===== config.mk =====
export PLATFORM = sky130hd
export DESIGN_NAME = arcade_input_mapper
export DESIGN_NICKNAME = d
export VERILOG_FILES = /design/src/rtl/arcade_input_mapper.sv
export SDC_FILE = /design/constraint.sdc
export NUM_CORES = 1
export LEC_CHECK = 0
export CAP_MARGIN = 10
export CORE_UTILIZATION = 40
export CTS_CLUSTER_SIZE = 28
export DETAILED_ROUTE_END_ITERATION = 12
export GPL_ROUTABILITY_DRIVEN = 0
export GPL_TIMING_DRIVEN = 1
export PLACE_DENSITY = 0.65
export SYNTH_ARGS = -nofsm -noshare
export SYNTH_HDL_FRONTEND = slang
export SYNTH_SLANG_ARGS = --single-unit

===== constraint.sdc =====
create_clock -name clk_sys -period 2.4 [get_ports clk_sys]
set_clock_uncertainty 0.15 [all_clocks]
set_input_delay 0.48 -clock clk_sys [delete_from_list [all_inputs] [get_ports clk_sys]]
set_output_delay 0.48 -clock clk_sys [all_outputs]
set_load 0.05 [all_outputs]

===== src/rtl/arcade_input_mapper.sv =====
// Player-input front end: PS/2 key decode, joystick merge, autofire,
// coin pulse stretching and DIP-switch capture from the download stream.
module arcade_input_mapper #(
    parameter int          NUM_PLAYERS   = 2,
    parameter int          NUM_DIP_BYTES = 1,
    parameter int          MERGE_PLAYERS = 1,
    parameter logic [23:0] COIN_CYCLES   = 24'd240000,
    parameter logic [19:0] AUTOFIRE_DIV  = 20'd400000
) (
    input  logic                       clk_sys,
    input  logic                       reset_n,
    input  logic [10:0]                ps2_key,
    input  logic [63:0]                joy,
    input  logic [NUM_PLAYERS-1:0]     autofire_en,
    input  logic                       ioctl_wr,
    input  logic [7:0]                 ioctl_index,
    input  logic [24:0]                ioctl_addr,
    input  logic [7:0]                 ioctl_dout,
    output logic [8*NUM_PLAYERS-1:0]   players,
    output logic [NUM_PLAYERS-1:0]     start,
    output logic [NUM_PLAYERS-1:0]     coin,
    output logic [8*NUM_DIP_BYTES-1:0] dip
);

    typedef enum logic [1:0] {
        COIN_IDLE,
        COIN_PULSE,
        COIN_WAIT_RELEASE
    } coinState_e;

    logic                            primed_q;
    logic                            oldToggle_q;
    logic [3:0][7:0]                 keyPlayer_q, keyPlayer_d;
    logic [3:0]                      keyStart_q, keyStart_d;
    logic [3:0]                      keyCoin_q, keyCoin_d;
    logic                            keyEvent;

    logic [NUM_PLAYERS-1:0][7:0]     rawPlayer, mergedPlayer;
    logic [NUM_PLAYERS-1:0]          rawStart, rawCoin;

    logic [NUM_PLAYERS-1:0][19:0]    afCount_q, afCount_d;
    logic [NUM_PLAYERS-1:0]          afPhase_q, afPhase_d;

    coinState_e                      coinState_q [NUM_PLAYERS];
    coinState_e                      coinState_d [NUM_PLAYERS];
    logic [23:0]                     coinCount_q [NUM_PLAYERS];
    logic [23:0]                     coinCount_d [NUM_PLAYERS];
    logic [NUM_PLAYERS-1:0]          coinPrev_q;

    logic [NUM_PLAYERS-1:0][7:0]     players_q, players_d;
    logic [NUM_PLAYERS-1:0]          start_q, start_d;
    logic [NUM_PLAYERS-1:0]          coin_q, coin_d;
    logic [NUM_DIP_BYTES-1:0][7:0]   dip_q, dip_d;

    logic                            unusedBits;

    assign keyEvent = ps2_key[10] ^ oldToggle_q;

    // Bit order within a player byte: R, L, D, U, fire A..D.
    always_comb begin
        keyPlayer_d = keyPlayer_q;
        keyStart_d  = keyStart_q;
        keyCoin_d   = keyCoin_q;
        if (!primed_q && keyEvent) begin
            case (ps2_key[7:0])
                8'h74:        keyPlayer_d[0][0] = ps2_key[9];
                8'h6B:        keyPlayer_d[0][1] = ps2_key[9];
                8'h72:        keyPlayer_d[0][2] = ps2_key[9];
                8'h75:        keyPlayer_d[0][3] = ps2_key[9];
                8'h14:        keyPlayer_d[0][4] = ps2_key[9];
                8'h11:        keyPlayer_d[0][5] = ps2_key[9];
                8'h29:        keyPlayer_d[0][6] = ps2_key[9];
                8'h12:        keyPlayer_d[0][7] = ps2_key[9];
                8'h34:        keyPlayer_d[1][0] = ps2_key[9];
                8'h23:        keyPlayer_d[1][1] = ps2_key[9];
                8'h2B:        keyPlayer_d[1][2] = ps2_key[9];
                8'h2D:        keyPlayer_d[1][3] = ps2_key[9];
                8'h1C:        keyPlayer_d[1][4] = ps2_key[9];
                8'h1B:        keyPlayer_d[1][5] = ps2_key[9];
                8'h15:        keyPlayer_d[1][6] = ps2_key[9];
                8'h1D:        keyPlayer_d[1][7] = ps2_key[9];
                8'h05, 8'h16: keyStart_d[0]     = ps2_key[9];
                8'h06, 8'h1E: keyStart_d[1]     = ps2_key[9];
                8'h26:        keyStart_d[2]     = ps2_key[9];
                8'h25:        keyStart_d[3]     = ps2_key[9];
                8'h76, 8'h2E: keyCoin_d[0]      = ps2_key[9];
                8'h36:        keyCoin_d[1]      = ps2_key[9];
                8'h3D:        keyCoin_d[2]      = ps2_key[9];
                8'h3E:        keyCoin_d[3]      = ps2_key[9];
                default:      ;
            endcase
        end
    end

    always_comb begin
        for (int p = 0; p < NUM_PLAYERS; p++) begin
            rawPlayer[p] = keyPlayer_q[p] | joy[16*p +: 8];
            rawStart[p]  = keyStart_q[p] | joy[16*p+8];
            rawCoin[p]   = keyCoin_q[p] | joy[16*p+9];
        end
        mergedPlayer = rawPlayer;
        if (MERGE_PLAYERS == 1) begin
            for (int p = 1; p < NUM_PLAYERS; p++) begin
                mergedPlayer[0] = mergedPlayer[0] | rawPlayer[p];
            end
        end
    end

    // The phase bit selects the high or low half of the autofire wave.
    always_comb begin
        afCount_d = afCount_q;
        afPhase_d = afPhase_q;
        players_d = mergedPlayer;
        start_d   = rawStart;
        for (int p = 0; p < NUM_PLAYERS; p++) begin
            if (autofire_en[p] && mergedPlayer[p][4]) begin
                players_d[p][4] = ~afPhase_q[p];
                if (afCount_q[p] >= AUTOFIRE_DIV - 20'd1) begin
                    afCount_d[p] = '0;
                    afPhase_d[p] = ~afPhase_q[p];
                end else begin
                    afCount_d[p] = afCount_q[p] + 20'd1;
                end
            end else begin
                afCount_d[p] = '0;
                afPhase_d[p] = 1'b0;
            end
        end
    end

    always_comb begin
        for (int p = 0; p < NUM_PLAYERS; p++) begin
            coinState_d[p] = coinState_q[p];
            coinCount_d[p] = coinCount_q[p];
            case (coinState_q[p])
                COIN_IDLE: begin
                    if (rawCoin[p] && !coinPrev_q[p]) begin
                        coinState_d[p] = COIN_PULSE;
                        coinCount_d[p] = COIN_CYCLES;
                    end
                end
                COIN_PULSE: begin
                    if (coinCount_q[p] <= 24'd1) begin
                        coinState_d[p] = rawCoin[p] ? COIN_WAIT_RELEASE : COIN_IDLE;
                        coinCount_d[p] = '0;
                    end else begin
                        coinCount_d[p] = coinCount_q[p] - 24'd1;
                    end
                end
                COIN_WAIT_RELEASE: begin
                    if (!rawCoin[p]) begin
                        coinState_d[p] = COIN_IDLE;
                    end
                end
                default: coinState_d[p] = COIN_IDLE;
            endcase
            coin_d[p] = (coinState_d[p] == COIN_PULSE);
        end
    end

    always_comb begin
        dip_d = dip_q;
        if (ioctl_wr && ioctl_index == 8'd254) begin
            for (int k = 0; k < NUM_DIP_BYTES; k++) begin
                if (ioctl_addr == 25'(k)) begin
                    dip_d[k] = ioctl_dout;
                end
            end
        end
    end

    // Priming swallows the first toggle sample so a held bit is not an event.
    always_ff @(posedge clk_sys or negedge reset_n) begin
        if (!reset_n) begin
            primed_q    <= 1'b1;
            oldToggle_q <= 1'b0;
            keyPlayer_q <= '0;
            keyStart_q  <= '0;
            keyCoin_q   <= '0;
            afCount_q   <= '0;
            afPhase_q   <= '0;
            coinPrev_q  <= '0;
            players_q   <= '0;
            start_q     <= '0;
            coin_q      <= '0;
            dip_q       <= '0;
            for (int p = 0; p < NUM_PLAYERS; p++) begin
                coinState_q[p] <= COIN_IDLE;
                coinCount_q[p] <= '0;
            end
        end else begin
            primed_q    <= 1'b0;
            oldToggle_q <= ps2_key[10];
            keyPlayer_q <= keyPlayer_d;
            keyStart_q  <= keyStart_d;
            keyCoin_q   <= keyCoin_d;
            afCount_q   <= afCount_d;
            afPhase_q   <= afPhase_d;
            coinPrev_q  <= rawCoin;
            players_q   <= players_d;
            start_q     <= start_d;
            coin_q      <= coin_d;
            dip_q       <= dip_d;
            for (int p = 0; p < NUM_PLAYERS; p++) begin
                coinState_q[p] <= coinState_d[p];
                coinCount_q[p] <= coinCount_d[p];
            end
        end
    end

    assign players = players_q;
    assign start   = start_q;
    assign coin    = coin_q;
    assign dip     = dip_q;

    assign unusedBits = ^{ps2_key[8], joy, keyPlayer_q, keyStart_q, keyCoin_q};

endmodule


==> flow_summary.ini, run 1 <==
[run_status]
outcome = finished, final reports clean

[synth]
synth_area_um2 = 7150
synth-seq-cells = 146
async_reset_ff_share_pct = 100
synth_edf_count = 0
ys.flop_type = dfrtp_1
synth_top_area_share_pct = 50.8
yosysTopAreaCell = dfrtp_1
netlist_instances = 710
syn_area_per_cell_um2 = 10.1
seq_area_frac_synth_pct = 51.1
synthTopCellsByArea = dfrtp_1, mux2_2, nor2_1
yosys_warnings = 0
ys_types = 63

[worst_setup_path]
critPathKind = flop to flop
worstPathArrival_ps = 2410
required_ps = 2550
endpoint_kind = flop
path_cells = or4_4 > nor4_4 > and2_1 > a21oi_1 > o22a_1
rr_endpoint = coinCount_q[35]$_DFFE_PN0P_
reg2reg_from = coinCount_q[37]$_DFFE_PN0P_
ff2ff_path_depth = 5
cp-start-kind = flop
slowest_delay_ps = 590
cpMaxStageDelayCell = or4_4
r2r_slack_ps = 140
critPathMaxFanout = 7

[power]
power.internal_w = 0.00515
pwr_density_cell_nw_per_um2 = 783
finalPower_w = 0.00735
combinationalPowerShare_pct = 22.4
seq_power_share_pct = 41.5
switching_share_pct = 30.0
power.share.clock_pct = 36.1
worst_ir_drop_vdd_v = 0.000514
switchingPower_w = 0.00221
leakage_nw = 3.91

[sta]
fmax_mhz = 443
post-route-min-period_ps = 2260
relSlewSlack_pct = 56.2
drv_slew = 0
setup_viol = 0
report.final.hold_viol_count = 0
fin_crit_sh_pct = 94.1
tns_ps = 0
worst_pin_slew_ps = 655
rsz0062_at_grt = false

[min_path]
hp-class = flop to flop
hp-start = afPhase_q[1]$_DFFE_PN0P_
whs_endpoint = players[12]$_DFF_PN0_
hold_depth = 1

[clock_network]
cts.sinks = 146
clk_pin_slew_ps = 60
post_cts_buffers = 0
cts_root_buf = clkbuf_16
cts_buffers = 17
cts_tree = built
htree_levels = 4
cts_buffer_depth = 2
clock_latency_ps = 420

[placed_design]
dpl.hpwl_um = 11700
place_area_um2 = 8770
io_buffers = 103
placed_cells = 1069

[routing]
routed-via-count = 5766
antenna_left = 0
dr.pass1.iters = 5
post_drt_wl_per_cell_um = 14.5
drcViolationCount = 0
dr.first_iter.drc_count = 310
wirelength_um = 16000
vias_per_cell = 5.23

[floorplan]
dieArea_um2 = 18400
design.core.area_um2 = 17400
ios = 149
die_w_um = 136
die_y_um = 136
placementRows = 48
initial_utilization_pct = 41.2

[global_route]
grt_pass1_wl_um = 26500
gr-total-overflow = 0
grt_pass1_vias = 5505
grt_max_degree = 49
grt_usage_pct = 18.5
antenna_found_initial = 0

[layout]
syn_to_final_growth_pct = 31.4
nFillCells = 1538
finalNetCount = 991
fin_util_pct = 54.1
finalNonFillerCells = 1102
drive_gt1_share_pct = 16.5
fin_area_um2 = 9390
diodes = 0

[job]
maxCapViolCount = 0
## layout make-up
| type | instances | area, um2 | area share [%] |
|---|---|---|---|
| timing repair buffer | 155 | 1460 | 15.6 |
| inverter | 16 | 60.1 | 0.639 |
| tap | 225 | 282 | 3.00 |
| sequential | 146 | 3650 | 38.9 |
| clock inverter | 11 | 126 | 1.35 |
| clock buffer | 21 | 480 | 5.11 |
| multi-input combinational | 528 | 3330 | 35.4 |
## registers in the layout, summed over array words and instances, names as in the netlist, 4 cells and up
name and cells:
coinCount_q 48, afCount_q 40, keyPlayer_q 16, players 16, dip 8, coinState_q 4
## cells by family (layout without fill, tap and decap cells)
| logic type | count (synthesis) | count (layout) | share of synthesized area, % |
|---|---|---|---|
| other | 1 | 3 | 0.0525 |
| DFF | 146 | 146 | 51.1 |
| buffers and inverters | 38 | 203 | 2.47 |
| AOI/OAI and AO/OA | 131 | 131 | 11.3 |
| and+or+nand+nor | 318 | 318 | 24.3 |
| adders and majority gates | 6 | 6 | 1.05 |
| xor gates and xnor gates | 39 | 39 | 4.78 |
| muxes | 31 | 31 | 4.87 |
## how the worst max path moves through the flow
stage	start	to	slack [ps]	depth (start not counted)
3_3_place_gp	ioctl_addr[17]	dip[0]$_DFFE_PN0P_	-170	6
5_1_grt	coinCount_q[39]$_DFFE_PN0P_	coinCount_q[40]$_DFFE_PN0P_	20	5
2_1_floorplan	coinCount_q[26]$_DFFE_PN0P_	coinCount_q[37]$_DFFE_PN0P_	230	6
6_report	coinCount_q[37]$_DFFE_PN0P_	coinCount_q[35]$_DFFE_PN0P_	140	5
4_1_cts	dip[6]$_DFFE_PN0P_	dip[6]	130	1
3_5_place_dp	ioctl_addr[17]	dip[2]$_DFFE_PN0P_	-180	6
## worst max-delay path, delay by kind of cell, from the launching register on
| kind | cells | cell delay, ps |
|---|---|---|
| DFF | 1 | 410 |
| AOI/OAI and AO/OA | 2 | 280 |
| and+or+nand+nor | 3 | 1300 |
## routing by layer
layer	wire, um	global-route usage, %	vias to the layer above	share of wire [%]
met5	0	0	-	0
met2	7410	29.8	156	46
met3	1110	5.57	15	6.9
met1	7300	23.8	2716	46
li1	-	-	2879	-
met4	202	5.74	0	1.3
## timing repair
action | 4_1_cts | 5_1_grt
hold endpoints to repair | 43 | 0
hold buffers | 1 | 0
endpoints found under the setup margin | 0 | 1
gates resized for setup | 0 | 1
## synthesized netlist by cell type (3+ instances only)
cell type  count
nor2_1        89
ha_1           6
or2_2         12
a31oi_1       19
and3_1         5
o22ai_1        3
xor2_1        18
inv_1         16
and2_1         4
mux2_2        30
dfrtp_1      145
nor4b_1        3
nand3b_1       4
nand2b_1      14
nand3_1       26
o21a_1         4
nor3_1        22
nor4_4         5
nor4_1        22
xnor2_1       21
o21ai_0       20
or4_4          5
or4_1          7
nand2_1       52
nor3_2         3
o31ai_1        4
a21oi_1       49
and4_1         5
or3_1         13
a21o_1         4
nand4_1       15
nor2b_1        6
o22a_1         5
clkbuf_1      12
buf_6          3
## per-stage QoR
stage	hold WS, ps	setup slack (ps)
after floorplan	34.4	225
after global placement	301	-166
after detailed placement	297	-178
after CTS	319	132
after global routing	345	20.5
final	316	141
## power groups by stage
stage / Clock, W / Combinational (W) / Sequential, W
after floorplan: 0 / 0.000956 / 0.00311
after global placement: 0 / 0.00161 / 0.00308
after detailed placement: 0 / 0.00164 / 0.00309
after CTS: 0.00273 / 0.00164 / 0.00305
after global routing: 0.00283 / 0.00182 / 0.00310
final: 0.00266 / 0.00165 / 0.00305
## layout by cell type (no fill, tap or decap), drive strengths merged, types with 3 or more instances in the layout
cell           netlist  routed
nand4               15      15
nand3               26      26
nor4b                3       3
o31ai                4       4
o22a                 5       5
a21oi               49      49
nor2                89      89
inv                 16      17
nand2               52      52
and2                 4       4
nand2b              14      14
clkinvlp             0       4
nand3b               4       4
o21ai               22      22
clkbuf              13      21
and4                 5       5
a31oi               19      19
clkinv               0       4
a21o                 4       4
o21a                 4       4
xnor2               21      21
conb                 1       3
dfrtp              145     145
buf                  9      52
xor2                18      18
ha                   6       6
or3                 13      13
nor2b                6       6
or2                 12      12
clkdlybuf4s50        0     102
nor4                28      28
or4                 12      12
nor3                25      25
mux2                30      30
and3                 5       5
o22ai                3       3
Power figures use the tool's default switching activity.
==> inputs of run 2 (changes only) <==
--- a/config.mk
+++ b/config.mk
@@ -5,7 +5,6 @@
 export SDC_FILE = /design/constraint.sdc
 export NUM_CORES = 1
 export LEC_CHECK = 0
-export CAP_MARGIN = 10
 export CORE_UTILIZATION = 40
 export CTS_CLUSTER_SIZE = 28
 export DETAILED_ROUTE_END_ITERATION = 12
==> results of run 2 <==
Same layout as run 1: the final DEF is identical, and so are final timing and power.
